--- src/rtl/mux4_arb_pkg.sv ---
// Shared types, constants and the rotating-priority search for the 4-way mux arbiter.
package mux4_arb_pkg;

    localparam int unsigned N_REQ  = 4;
    localparam int unsigned IDX_W  = 2;
    localparam int unsigned HOLD_W = 8;

    typedef enum logic {
        IDLE  = 1'b0,
        GRANT = 1'b1
    } state_t;

    // Returns {found, idx}; candidates are visited ptr+1 .. ptr+4 (mod 4).
    function automatic logic [IDX_W:0] rr_pick(
        input logic [N_REQ-1:0] req,
        input logic [IDX_W-1:0] ptr,
        input logic             exclude_en,
        input logic [IDX_W-1:0] exclude_idx
    );
        logic             found;
        logic [IDX_W-1:0] idx;
        logic [IDX_W-1:0] cand;
        found = 1'b0;
        idx   = '0;
        for (int unsigned k = 1; k <= N_REQ; k++) begin
            cand = ptr + IDX_W'(k);
            if (!found && req[cand] && !(exclude_en && (cand == exclude_idx))) begin
                found = 1'b1;
                idx   = cand;
            end
        end
        return {found, idx};
    endfunction

endpackage

--- src/rtl/rr_pick4.sv ---
// Combinational rotating priority encoder: first requester after ptr, optionally skipping one index.
module rr_pick4
    import mux4_arb_pkg::*;
(
    input  logic [N_REQ-1:0] i_req,
    input  logic [IDX_W-1:0] i_ptr,
    input  logic             i_excl_en,
    input  logic [IDX_W-1:0] i_excl_idx,
    output logic             o_found,
    output logic [IDX_W-1:0] o_idx
);

    logic [IDX_W:0] w_pick;

    assign w_pick  = rr_pick(i_req, i_ptr, i_excl_en, i_excl_idx);
    assign o_found = w_pick[IDX_W];
    assign o_idx   = w_pick[IDX_W-1:0];

endmodule

--- src/rtl/mux4_rr_arbiter.sv ---
// Round-robin arbiter driving the select pair of a shared 4:1 mux.
// Optional forced handover after MAX_HOLD grant cycles when GRANT_TIMEOUT_EN is defined.
module mux4_rr_arbiter
    import mux4_arb_pkg::*;
#(
    parameter int unsigned MAX_HOLD = 8
) (
    input  logic             clk,
    input  logic             rst,
    input  logic [N_REQ-1:0] req,
    output logic [N_REQ-1:0] grant,
    output logic             valid,
    output logic             s1,
    output logic             s2,
    output logic [IDX_W-1:0] owner
);

    state_t           r_state;
    logic [IDX_W-1:0] r_ptr;
    logic [N_REQ-1:0] r_grant;
    logic             r_valid;
    logic [IDX_W-1:0] r_owner;

    state_t           w_next_state;
    logic [IDX_W-1:0] w_next_ptr;
    logic [N_REQ-1:0] w_next_grant;
    logic             w_next_valid;
    logic [IDX_W-1:0] w_next_owner;

    logic             w_excl_en;
    logic             w_found;
    logic [IDX_W-1:0] w_idx;
    logic             w_load;
    logic             w_idle;
    logic             w_timeout;

    // While granted the owner is always excluded; the result is only used on handover.
    assign w_excl_en = (r_state == GRANT);

    rr_pick4 u_pick (
        .i_req      (req),
        .i_ptr      (r_ptr),
        .i_excl_en  (w_excl_en),
        .i_excl_idx (r_owner),
        .o_found    (w_found),
        .o_idx      (w_idx)
    );

`ifdef GRANT_TIMEOUT_EN
    localparam logic [HOLD_W-1:0] HOLD_LIMIT = HOLD_W'(MAX_HOLD - 1);

    logic [HOLD_W-1:0] r_hold;
    logic [HOLD_W-1:0] w_next_hold;

    assign w_timeout = (r_hold == HOLD_LIMIT);

    always_comb begin
        w_next_hold = r_hold;
        if (w_load || w_idle) begin
            w_next_hold = '0;
        end else if (r_state == GRANT) begin
            w_next_hold = w_timeout ? '0 : r_hold + HOLD_W'(1);
        end
    end

    always_ff @(posedge clk or posedge rst) begin
        if (rst) begin
            r_hold <= '0;
        end else begin
            r_hold <= w_next_hold;
        end
    end
`else
    logic w_unused_max_hold;

    assign w_timeout         = 1'b0;
    assign w_unused_max_hold = ^(HOLD_W'(MAX_HOLD));
`endif

    // Next-state: IDLE picks on any request; GRANT hands over on owner release or timeout.
    always_comb begin
        w_next_state = r_state;
        w_next_ptr   = r_ptr;
        w_next_grant = r_grant;
        w_next_valid = r_valid;
        w_next_owner = r_owner;
        w_load       = 1'b0;
        w_idle       = 1'b0;

        case (r_state)
            IDLE: begin
                w_load = w_found;
            end
            GRANT: begin
                if (!req[r_owner]) begin
                    w_load = w_found;
                    w_idle = !w_found;
                end else if (w_timeout) begin
                    w_load = w_found;
                end
            end
            default: begin
                w_idle = 1'b1;
            end
        endcase

        if (w_load) begin
            w_next_state = GRANT;
            w_next_grant = N_REQ'(4'b0001 << w_idx);
            w_next_valid = 1'b1;
            w_next_owner = w_idx;
            w_next_ptr   = w_idx;
        end else if (w_idle) begin
            w_next_state = IDLE;
            w_next_grant = '0;
            w_next_valid = 1'b0;
        end
    end

    always_ff @(posedge clk or posedge rst) begin
        if (rst) begin
            r_state <= IDLE;
            r_ptr   <= IDX_W'(3);
            r_grant <= '0;
            r_valid <= 1'b0;
            r_owner <= '0;
        end else begin
            r_state <= w_next_state;
            r_ptr   <= w_next_ptr;
            r_grant <= w_next_grant;
            r_valid <= w_next_valid;
            r_owner <= w_next_owner;
        end
    end

    assign grant = r_grant;
    assign valid = r_valid;
    assign owner = r_owner;
    assign s1    = r_owner[1];
    assign s2    = r_owner[0];

endmodule

--- config.mk ---
export PLATFORM = sky130hd
export DESIGN_NAME = mux4_rr_arbiter
export DESIGN_NICKNAME = d
export VERILOG_FILES = /design/src/rtl/mux4_arb_pkg.sv /design/src/rtl/rr_pick4.sv /design/src/rtl/mux4_rr_arbiter.sv
export SDC_FILE = /design/constraint.sdc
export NUM_CORES = 1
export LEC_CHECK = 0
export CAP_MARGIN = 25
export CORE_MARGIN = 2
export CORE_UTILIZATION = 30
export CTS_BUF_LIST = sky130_fd_sc_hd__clkbuf_8
export DETAILED_ROUTE_END_ITERATION = 8
export SYNTH_ARGS = -nofsm -noshare
export SYNTH_HDL_FRONTEND = slang
export SYNTH_HIERARCHICAL = 1
export SYNTH_SLANG_ARGS = --single-unit
--- constraint.sdc ---
create_clock -name clk -period 2.59 [get_ports clk]
set_input_delay 0.3885 -clock clk [delete_from_list [all_inputs] [get_ports clk]]
set_output_delay 0.3885 -clock clk [all_outputs]
set_load 0.05 [all_outputs]
After elaboration in Yosys (flattened, before gate mapping)
Index checks and enable logic that the tools add are counted.
{"block": "word_totals", "reg_bits": 9, "output_inout_bits": 9}
{"block": "op_classes", "n_eq_ne": 4, "magnitude_cmp": 5, "add_sub_neg": 3, "n_shift": 1, "n_reduce_logical": 20, "bitwise_logic": 1, "mux": 26}
{"operator": "less-than comparator 2 x 3 -> 1 bit, second input constant", "n": 5}
{"operator": "2-to-1 mux 1 bit", "n": 14}
{"operator": "logical AND 1 bit", "n": 11}
{"operator": "binary-select mux 1 bit (select 2 bit)", "n": 5}
{"operator": "equality test 2 bit", "n": 4}
{"operator": "logical NOT 1 bit", "n": 8}
{"operator": "2-to-1 mux 2 bit", "n": 4}
{"operator": "2-to-1 mux 4 bit", "n": 2}
{"operator": "adder 2 bit, second input constant", "n": 2}
{"operator": "<< shifter 1 x 2 -> 4 bit, first input constant", "n": 1}
{"operator": "adder 2 x 1 -> 2 bit, second input constant", "n": 1}
{"operator": "case mux 1 bit (2 select lines)", "n": 1}
{"operator": "nonzero test 2 bit", "n": 1}
{"operator": "NOT 1 bit", "n": 1}

Logic depth before layout (Yosys ltp)
{"block": "logic_depth", "ltp_word": 23, "mapped_depth": 9}

Modules after synthesis
Netlist, hierarchy kept.
{"module": "mux4_rr_arbiter", "seq_area_each_um2": 227.7, "n_inst": 1, "area_each_um2": 449.2, "cells_each": 37}
{"module": "rr_pick4", "seq_area_each_um2": 0.0, "n_inst": 1, "area_each_um2": 374.1, "cells_each": 43}

Worst setup path before layout
OpenSTA, ideal clock, no wires.
{"block": "synth_timing", "path_type": "reg2reg", "startpoint": "register r_owner[1] (netlist: owner[1])", "endpoint": "register r_grant[3] (netlist: grant[3])", "t_required_ns": 2.523, "setup_slack_ns": 0.122, "path_stages_with_launch": 9, "n_path_buf": 0, "t_arrival_ns": 2.401, "synth_period_minus_slack_ns": 2.468, "path_cell_list": "dfrtp_1 > xnor2_2 > mux2i_2 > and2b_4 > nor3_1 > nand2_1 > or2_2 > o221ai_1 > a22o_1"}
{"block": "synth_between", "elab_chain_len": 21}
{"item": "start: declaration", "line": "mux4_rr_arbiter.sv:22", "rtl": "logic [IDX_W-1:0] r_owner;"}
{"item": "start signal: assignment", "line": "mux4_rr_arbiter.sv:132", "rtl": "r_owner <= w_next_owner;"}
{"item": "equality test 2 bit", "line": "mux4_arb_pkg.sv:27", "rtl": "if (!found && req[cand] && !(exclude_en && (cand == exclude_idx))) begin"}
{"item": "logical AND 1 bit", "line": "mux4_arb_pkg.sv:27"}
{"item": "logical NOT 1 bit", "line": "mux4_arb_pkg.sv:27"}
{"item": "logical AND 1 bit", "line": "mux4_arb_pkg.sv:27"}
{"item": "2-to-1 mux 1 bit", "line": "mux4_arb_pkg.sv:27"}
{"item": "logical NOT 1 bit", "line": "mux4_arb_pkg.sv:27"}
{"item": "logical AND 1 bit (2 in a row)", "line": "mux4_arb_pkg.sv:27"}
{"item": "2-to-1 mux 1 bit", "line": "mux4_arb_pkg.sv:27"}
{"item": "[... 4 more ...]"}
{"item": "logical NOT 1 bit", "line": "mux4_arb_pkg.sv:27"}
{"item": "logical AND 1 bit (2 in a row)", "line": "mux4_arb_pkg.sv:27"}
{"item": "2-to-1 mux 1 bit *", "line": "mux4_arb_pkg.sv:27"}
{"item": "via w_found", "line": "mux4_rr_arbiter.sv:31", "rtl": "logic w_found;"}
{"item": "logical NOT 1 bit", "line": "mux4_rr_arbiter.sv:97", "rtl": "w_idle = !w_found;"}
{"item": "2-to-1 mux 1 bit", "line": "mux4_rr_arbiter.sv:95", "rtl": "if (!req[r_owner]) begin"}
{"item": "2-to-1 mux 1 bit", "line": "mux4_rr_arbiter.sv:90", "rtl": "case (r_state)"}
{"item": "nonzero test 2 bit (no source line)"}
{"item": "end signal: assignment", "line": "mux4_rr_arbiter.sv:130", "rtl": "r_grant <= w_next_grant;"}
{"item": "end: declaration", "line": "mux4_rr_arbiter.sv:20", "rtl": "logic [N_REQ-1:0] r_grant;"}
Mark *: on every way through the listed nets, which the timed path passes. The rest lies on a longest branch. The select of a mux whose other input is x is not followed.
A chain may end at the register's enable or synchronous reset.

Worst setup path in the final report
{"block": "layout_timing", "startpoint": "register r_ptr[0]", "endpoint": "register r_grant[3] (netlist: grant[3])"}
{"block": "layout_between", "elab_chain_len": 22}
{"item": "start: declaration", "line": "mux4_rr_arbiter.sv:19", "rtl": "logic [IDX_W-1:0] r_ptr;"}
{"item": "start signal: assignment", "line": "mux4_rr_arbiter.sv:129", "rtl": "r_ptr <= w_next_ptr;"}
{"item": "adder 2 x 1 -> 2 bit", "line": "mux4_arb_pkg.sv:26", "rtl": "cand = ptr + IDX_W'(k);"}
{"item": "equality test 2 bit", "line": "mux4_arb_pkg.sv:27"}
{"item": "logical AND 1 bit", "line": "mux4_arb_pkg.sv:27"}
{"item": "logical NOT 1 bit", "line": "mux4_arb_pkg.sv:27"}
{"item": "logical AND 1 bit", "line": "mux4_arb_pkg.sv:27"}
{"item": "2-to-1 mux 1 bit", "line": "mux4_arb_pkg.sv:27"}
{"item": "logical NOT 1 bit", "line": "mux4_arb_pkg.sv:27"}
{"item": "logical AND 1 bit (2 in a row)", "line": "mux4_arb_pkg.sv:27"}
{"item": "[... 5 more ...]"}
{"item": "logical NOT 1 bit", "line": "mux4_arb_pkg.sv:27"}
{"item": "logical AND 1 bit (2 in a row)", "line": "mux4_arb_pkg.sv:27"}
{"item": "2-to-1 mux 1 bit *", "line": "mux4_arb_pkg.sv:27"}
{"item": "via w_found", "line": "mux4_rr_arbiter.sv:31"}
{"item": "logical NOT 1 bit", "line": "mux4_rr_arbiter.sv:97"}
{"item": "2-to-1 mux 1 bit", "line": "mux4_rr_arbiter.sv:95"}
{"item": "2-to-1 mux 1 bit", "line": "mux4_rr_arbiter.sv:90"}
{"item": "nonzero test 2 bit (no source line)"}
Marks and branches as above.

==> summary.md <==
| Metric | Value |
|---|---|
| Outcome | `finished clean` |
| Register area share after synthesis | `roughly 28%` |
| Setup bufs post-CTS | `0` |
| Die Span Y | `56.4 µm` |
| Synth top area cells | `dfrtp_1, dfstp_2, mux4_1` |
| Leading area contributor after synthesis | `dfrtp_1` |
| Avg Cell Area, Syn | `~10 µm²` |
| Grt met3 use | `2.76%` |
| DIE AREA | `about 3200 µm²` |
| Fill cells | `253` |
| Maximum buffer depth of the clock tree | `2` |
| Synthesized area | `about 820 µm²` |
| Final setup margin | `between 100 and 150 ps` |
| Delay-heaviest family, CP | `flip-flops` |
| Worst path cell trace | `mux4_1 > a21boi_1 > nor3_1 > nand2_1 > or2_2 > o221ai_1 > a22o_1` |
| Via count of the first global-routing pass | `829` |
| Num rows | `18` |
| Via/cell ratio | `approximately 5.7` |
| Slew HR | `between 60% and 70%` |
| Startpoint Class | `flop` |
| First DRT Iteration DRCs | `17` |
| Crit path required time | `roughly 2800 ps` |
| RR Endpoint | `grant[3]` |
| # IOs | `15` |
| Endpoints failing hold | `0` |
| Clock Skew | `approximately 1.4 ps` |
| Worst path max stage delay | `approximately 640 ps` |
| Worst slew pin tran | `about 500 ps` |
| Slowest CP cell | `dfstp_2` |
| Kind of critical path | `flop to flop` |
| Commonest non-fill, non-tap cell in the layout | `clkdlybuf4s50_1` |
| Gp weighted congestion | `between 0.7 and 0.8` |
| Synth warnings | `6` |
| Crit-path max FO | `11` |
| DP HPWL | `1.60 mm` |
| Drt first pass iters | `5` |
| Routing usage on met2 | `between 20% and 30%` |
| DP Worst Slack | `-6.39 ps` |
| CP arrival | `roughly 2600 ps` |
| Synth Instances | `80` |
| Reg2reg path depth | `7` |
| Crit path capture type | `flop` |
| Most frequent cells in the layout | `clkdlybuf4s50_1, buf_4, dfrtp_1, nand2b_1, nand2_1` |
| Number of max-cap violations | `0` |
| Final #Nets | `roughly 110` |
| Post-Syn Nets | `86` |
| Starting Density | `32.4%` |
| Routed WL per cell | `about 15 µm` |
| Yosys cell types | `42` |
| Met1 Use GR | `between 15 and 20%` |
| Post-route DRC | `0` |
| Maximum clock rate | `approximately 0.41 GHz` |
| Unrepaired setup endpoints after global routing | `false` |
| Hold_buf cts | `0` |
| Most Crowded Layer GR | `met2` |
| Clock-pin transition on the worst setup and hold timing paths | `roughly 40 ps` |
| Flops & latches, synth | `9` |
| CTS tree | `built` |
| Routed via count | `a little under 800` |
| Share of post-route cells with drive strength above 1 | `between 20% and 30%` |
| Total track usage | `roughly 14%` |
| First-pass GRT wire length | `3.66 mm` |
| DRT Wirelength | `2.09 mm` |
| CORE AREA | `2540 µm²` |
| Worst min-delay path category | `primary input to asynchronous set/reset pin` |
| Root buffer cell | `clkbuf_8` |
| Area Growth Syn to Fin | `34.2%` |
| Tmin final | `2470 ps` |
| CP bufs+invs | `0` |
| Final setup violation count | `0` |
| Fin crit share | `between 90 and 100%` |
| Die Wd | `about 56 µm` |
| Reg-to-Reg Start | `r_ptr[0]` |
| Number of H-tree levels | `1` |
| IO buf count | `14` |
| CTS resizes | `0` |
| Post-synth top area share | `a little over a fifth` |
| Max Transition Viols Final | `0` |
| Num CTS Buffers | `3` |
| # diodes | `0` |
| GRT overflow | `0` |
| Largest net degree at the start of global routing | `14` |
| Clk sinks | `9` |
| Worst R2R Setup Slack | `around 120 ps` |
| Clock latency on the worst-skew pair | `between 200 and 250 ps` |
| Initial antenna violation count | `0` |
| Antenna-violating nets left | `0` |
## registers in the layout, summed over array words and instances, names as in the netlist
signal	flops
grant	4
owner	2
r_ptr	2
valid	1
## area by class of cell
| type | instances | area [µm²] | area share (%) |
|---|---|---|---|
| Clock inverter | 1 | 3.75 | 0.340 |
| Sequential cell | 9 | 228 | 20.6 |
| Tap cell | 30 | 37.5 | 3.40 |
| Timing Repair Buffer | 26 | 230 | 20.8 |
| Inverter | 3 | 11.3 | 1.02 |
| Multi-Input combinational cell | 64 | 553 | 50.1 |
| Clock buffer | 3 | 41.3 | 3.74 |
## layer usage
layer  wire length, µm  share of wire, %  vias up
met5                 0                 0        -
met4                31               1.5        0
met3                93               4.4        4
met2               950                45       24
met1              1020                49      377
li1                  -                 -      373
## how the worst max path moves through the flow
stage	startpoint	to	slack [ps]	cells after the start
floorplan	owner[1]	grant[3]	120	8
global placement	req[1]	grant[3]	30	8
detailed placement	req[1]	grant[1]	-6	8
CTS	r_ptr[0]	grant[1]	120	7
global route	r_ptr[0]	grant[3]	20	7
finish	r_ptr[0]	grant[3]	120	7
## worst register-to-register path: cells and delay by family (launching register included)
kind	cells	cell delay [ps]
DFF	1	640
and+or+nand+nor	3	630
muxes	1	590
AOI/OAI and AO/OA	3	550
## metrics by stage
stage | utilization, % | hold WS (ps) | instance area (µm²) | setup TNS, ps | cells
5_1_grt | 43.4 | 464 | 1100 | 0 | 136
4_1_cts | 43.4 | 425 | 1100 | 0 | 136
3_3_place_gp | 41.6 | 487 | 1060 | 0 | 132
6_report | 43.4 | 413 | 1100 | 0 | 136
2_1_floorplan | - | 215 | 823 | 0 | 80
3_5_place_dp | 41.6 | 489 | 1060 | -6.41 | 132
## cells in the mapped netlist, drive strengths merged
| cell | n |
|---|---|
| a211oi | 2 |
| a21boi | 2 |
| a21o | 1 |
| a21oi | 1 |
| a22o | 1 |
| a311oi | 1 |
| a32o | 3 |
| a32oi | 2 |
| and2b | 2 |
| and3 | 1 |
| buf | 4 |
| dfrtp | 7 |
| dfstp | 2 |
| inv | 3 |
| mux2 | 2 |
| mux2i | 4 |
| mux4 | 2 |
| nand2 | 5 |
| nand2b | 6 |
| nand3 | 3 |
| nand3b | 4 |
| nand4b | 1 |
| nor2 | 1 |
| nor2b | 3 |
| nor3 | 1 |
| o2111ai | 1 |
| o211ai | 3 |
| o221ai | 3 |
| o22a | 1 |
| o2bb2ai | 2 |
| o311a | 1 |
| or2 | 1 |
| or3b | 3 |
| xnor2 | 1 |
## logic make-up after synthesis
logic type                after synthesis  synth area share [%]
and+or+nand+nor                        31                  24.0
AOI/OAI and AO/OA                      24                  26.3
DFF                                     9                  27.7
muxes                                   8                  14.9
buffers and inverters                   7                  5.17
xor gates and xnor gates                1                  1.98
Power is left out: the tool's default activity adds up to more than one toggle a clock period on the data nets, which glitch-free logic cannot reach.
==> variant, RTL diff (same settings) <==
Add a define of `GRANT_TIMEOUT_EN`.
--- a/src/rtl/mux4_rr_arbiter.sv
+++ b/src/rtl/mux4_rr_arbiter.sv
@@ -1,5 +1,7 @@
 // Round-robin arbiter driving the select pair of a shared 4:1 mux.
 // Optional forced handover after MAX_HOLD grant cycles when GRANT_TIMEOUT_EN is defined.
+`define GRANT_TIMEOUT_EN
+
 module mux4_rr_arbiter
     import mux4_arb_pkg::*;
 #(
Formal check against the unedited RTL: not equivalent (a bounded check fails within 10 cycles, from zero or initial values and one cycle with rst high).
==> variant against the unedited design <==
Cell area grew 39%; routed wire length rose by 43%; sequential cell count rose by 8; worst setup slack worse by 0.0077 ns; area after synthesis is 52% higher; global-route usage is 0.40 points lower; largest cell class unchanged; highest routed layer unchanged.
==> variant: results (changes against the unedited design) <==
[routing]
wl_met1_um=1320  ; +30%
drt_iter0_markers=51  ; +34
met3_length_um=128  ; +38%
via_count=1031  ; +33%
via_per_inst=5.40  ; -5.6%
wirelength_um=2980  ; +43%
met2WireLength_um=1520  ; +60%
firstDrtPassIters=4  ; -1

[outcome]
status=finished, final reports clean

[yosys]
synth_most_common_cell=dfrtp_1
synth_area_leaders=dfrtp_1, dfstp_2, mux4_1
synth_cell_type_count=58  ; +38%
synth_nets=127  ; +48%
synth.area.mux_share_pct=10.3  ; -4.6 points
yosys.area_share.adder_pct=1.00  ; +1.0 points
synth_compound_area_share_pct=23.9  ; -2.4 points
synthXorXnorAreaFrac_pct=3.40  ; +1.4 points
ys_seq_area_share_pct=34.2  ; +6.5 points
syn-instance-count=120  ; +50%
synthTopCellsByCount=dfrtp_1, inv_1, nor2_1

[final_layout]
layout.area.seq_um2=428  ; +88%
multi_input_gates=89  ; +39%
largest_reg_flops=8  ; +4
buffers=22  ; -15%
fin_nets=149  ; +32%
multi_input_area_share_pct=49.8  ; -0.26 points
inverters_excl_clock=9  ; +6
layout-drive-gt1-share_pct=24.8  ; -1.6 points
fillers=409  ; +62%
seq_cell_count=17  ; +8
synthToLayoutAreaGrowth_pct=22.5
nonClkBufAreaFrac_pct=13.1  ; -7.8 points
clk_share_pct=2.94  ; -1.1 points

[place]
io_buffers=14  ; unchanged
placedCellCount=185  ; +40%
dpl_cell_area_mm2=0.00146  ; +38%
post-dp-hpwl_um=2180  ; +36%
gp_congestion=0.911  ; +15%
pre_cts_ws_ns=-0.00883  ; -0.00244 ns

[critical_path]
slowest_stage=dfstp_2
worstPathMaxFanout=8  ; -3
critPathArrivalTime_ns=2.60  ; -0.03 ns
path_delay_family=flip-flops

[hold_path]
min_path_type=primary input to async pin

[timing]
max_freq_mhz=404  ; -0.31%
whs_ns=0.527  ; +0.114 ns
worstMarginPinSlew_ns=0.666  ; +0.165 ns
skew_ns=0.00394  ; +0.00250 ns
final-setup-viol-count=0  ; unchanged

[clock_network]
clk_latency_ns=0.25  ; +0.02 ns
clkTransAtPathRegs_ns=0.07  ; +0.03 ns

[grt]
grtUsageMet3_pct=2.92  ; +0.16 points
use_met2_pct=24.6  ; +1.3 points
grt_pass1_wl_um=4980  ; +36%
grt_max_degree=18  ; +4
grt_use_met1_pct=17.6  ; -0.063 points
grt_usage_pct=13.9  ; -0.40 points

[die]
die_x_um=68.6  ; +22%

[variant: what timing repair did]
| action | in CTS | in global routing |
|---|---|---|
| gates resized for setup | 0 | 1 |
| endpoints found under the hold margin | 0 | 0 |
| buffers inserted | 0 | 2 |
| hold buffers | 0 | 0 |
| endpoints found under the setup margin | 0 | 6 |
[variant: power by group through the flow]
stage,Combinational (µW),Clock (µW),Sequential [µW]
floorplan,1030,0,630
global placement,1440,0,518
detailed placement,1470,0,532
CTS,1470,200,527
global route,1650,213,542
finish,1520,197,519
[variant: worst paths after layout]
check	endpoint	cells past startpoint	startpoint
worst min-delay path	r_hold[2]	2	rst
worst max-delay path	grant[2]	6	r_ptr[1]
worst max register to register	grant[2]	6	r_ptr[1]
min in group clk	grant[1]	2	grant[1]
max in group asynchronous	grant[3]	2	rst
worst min register to register	grant[1]	2	grant[1]
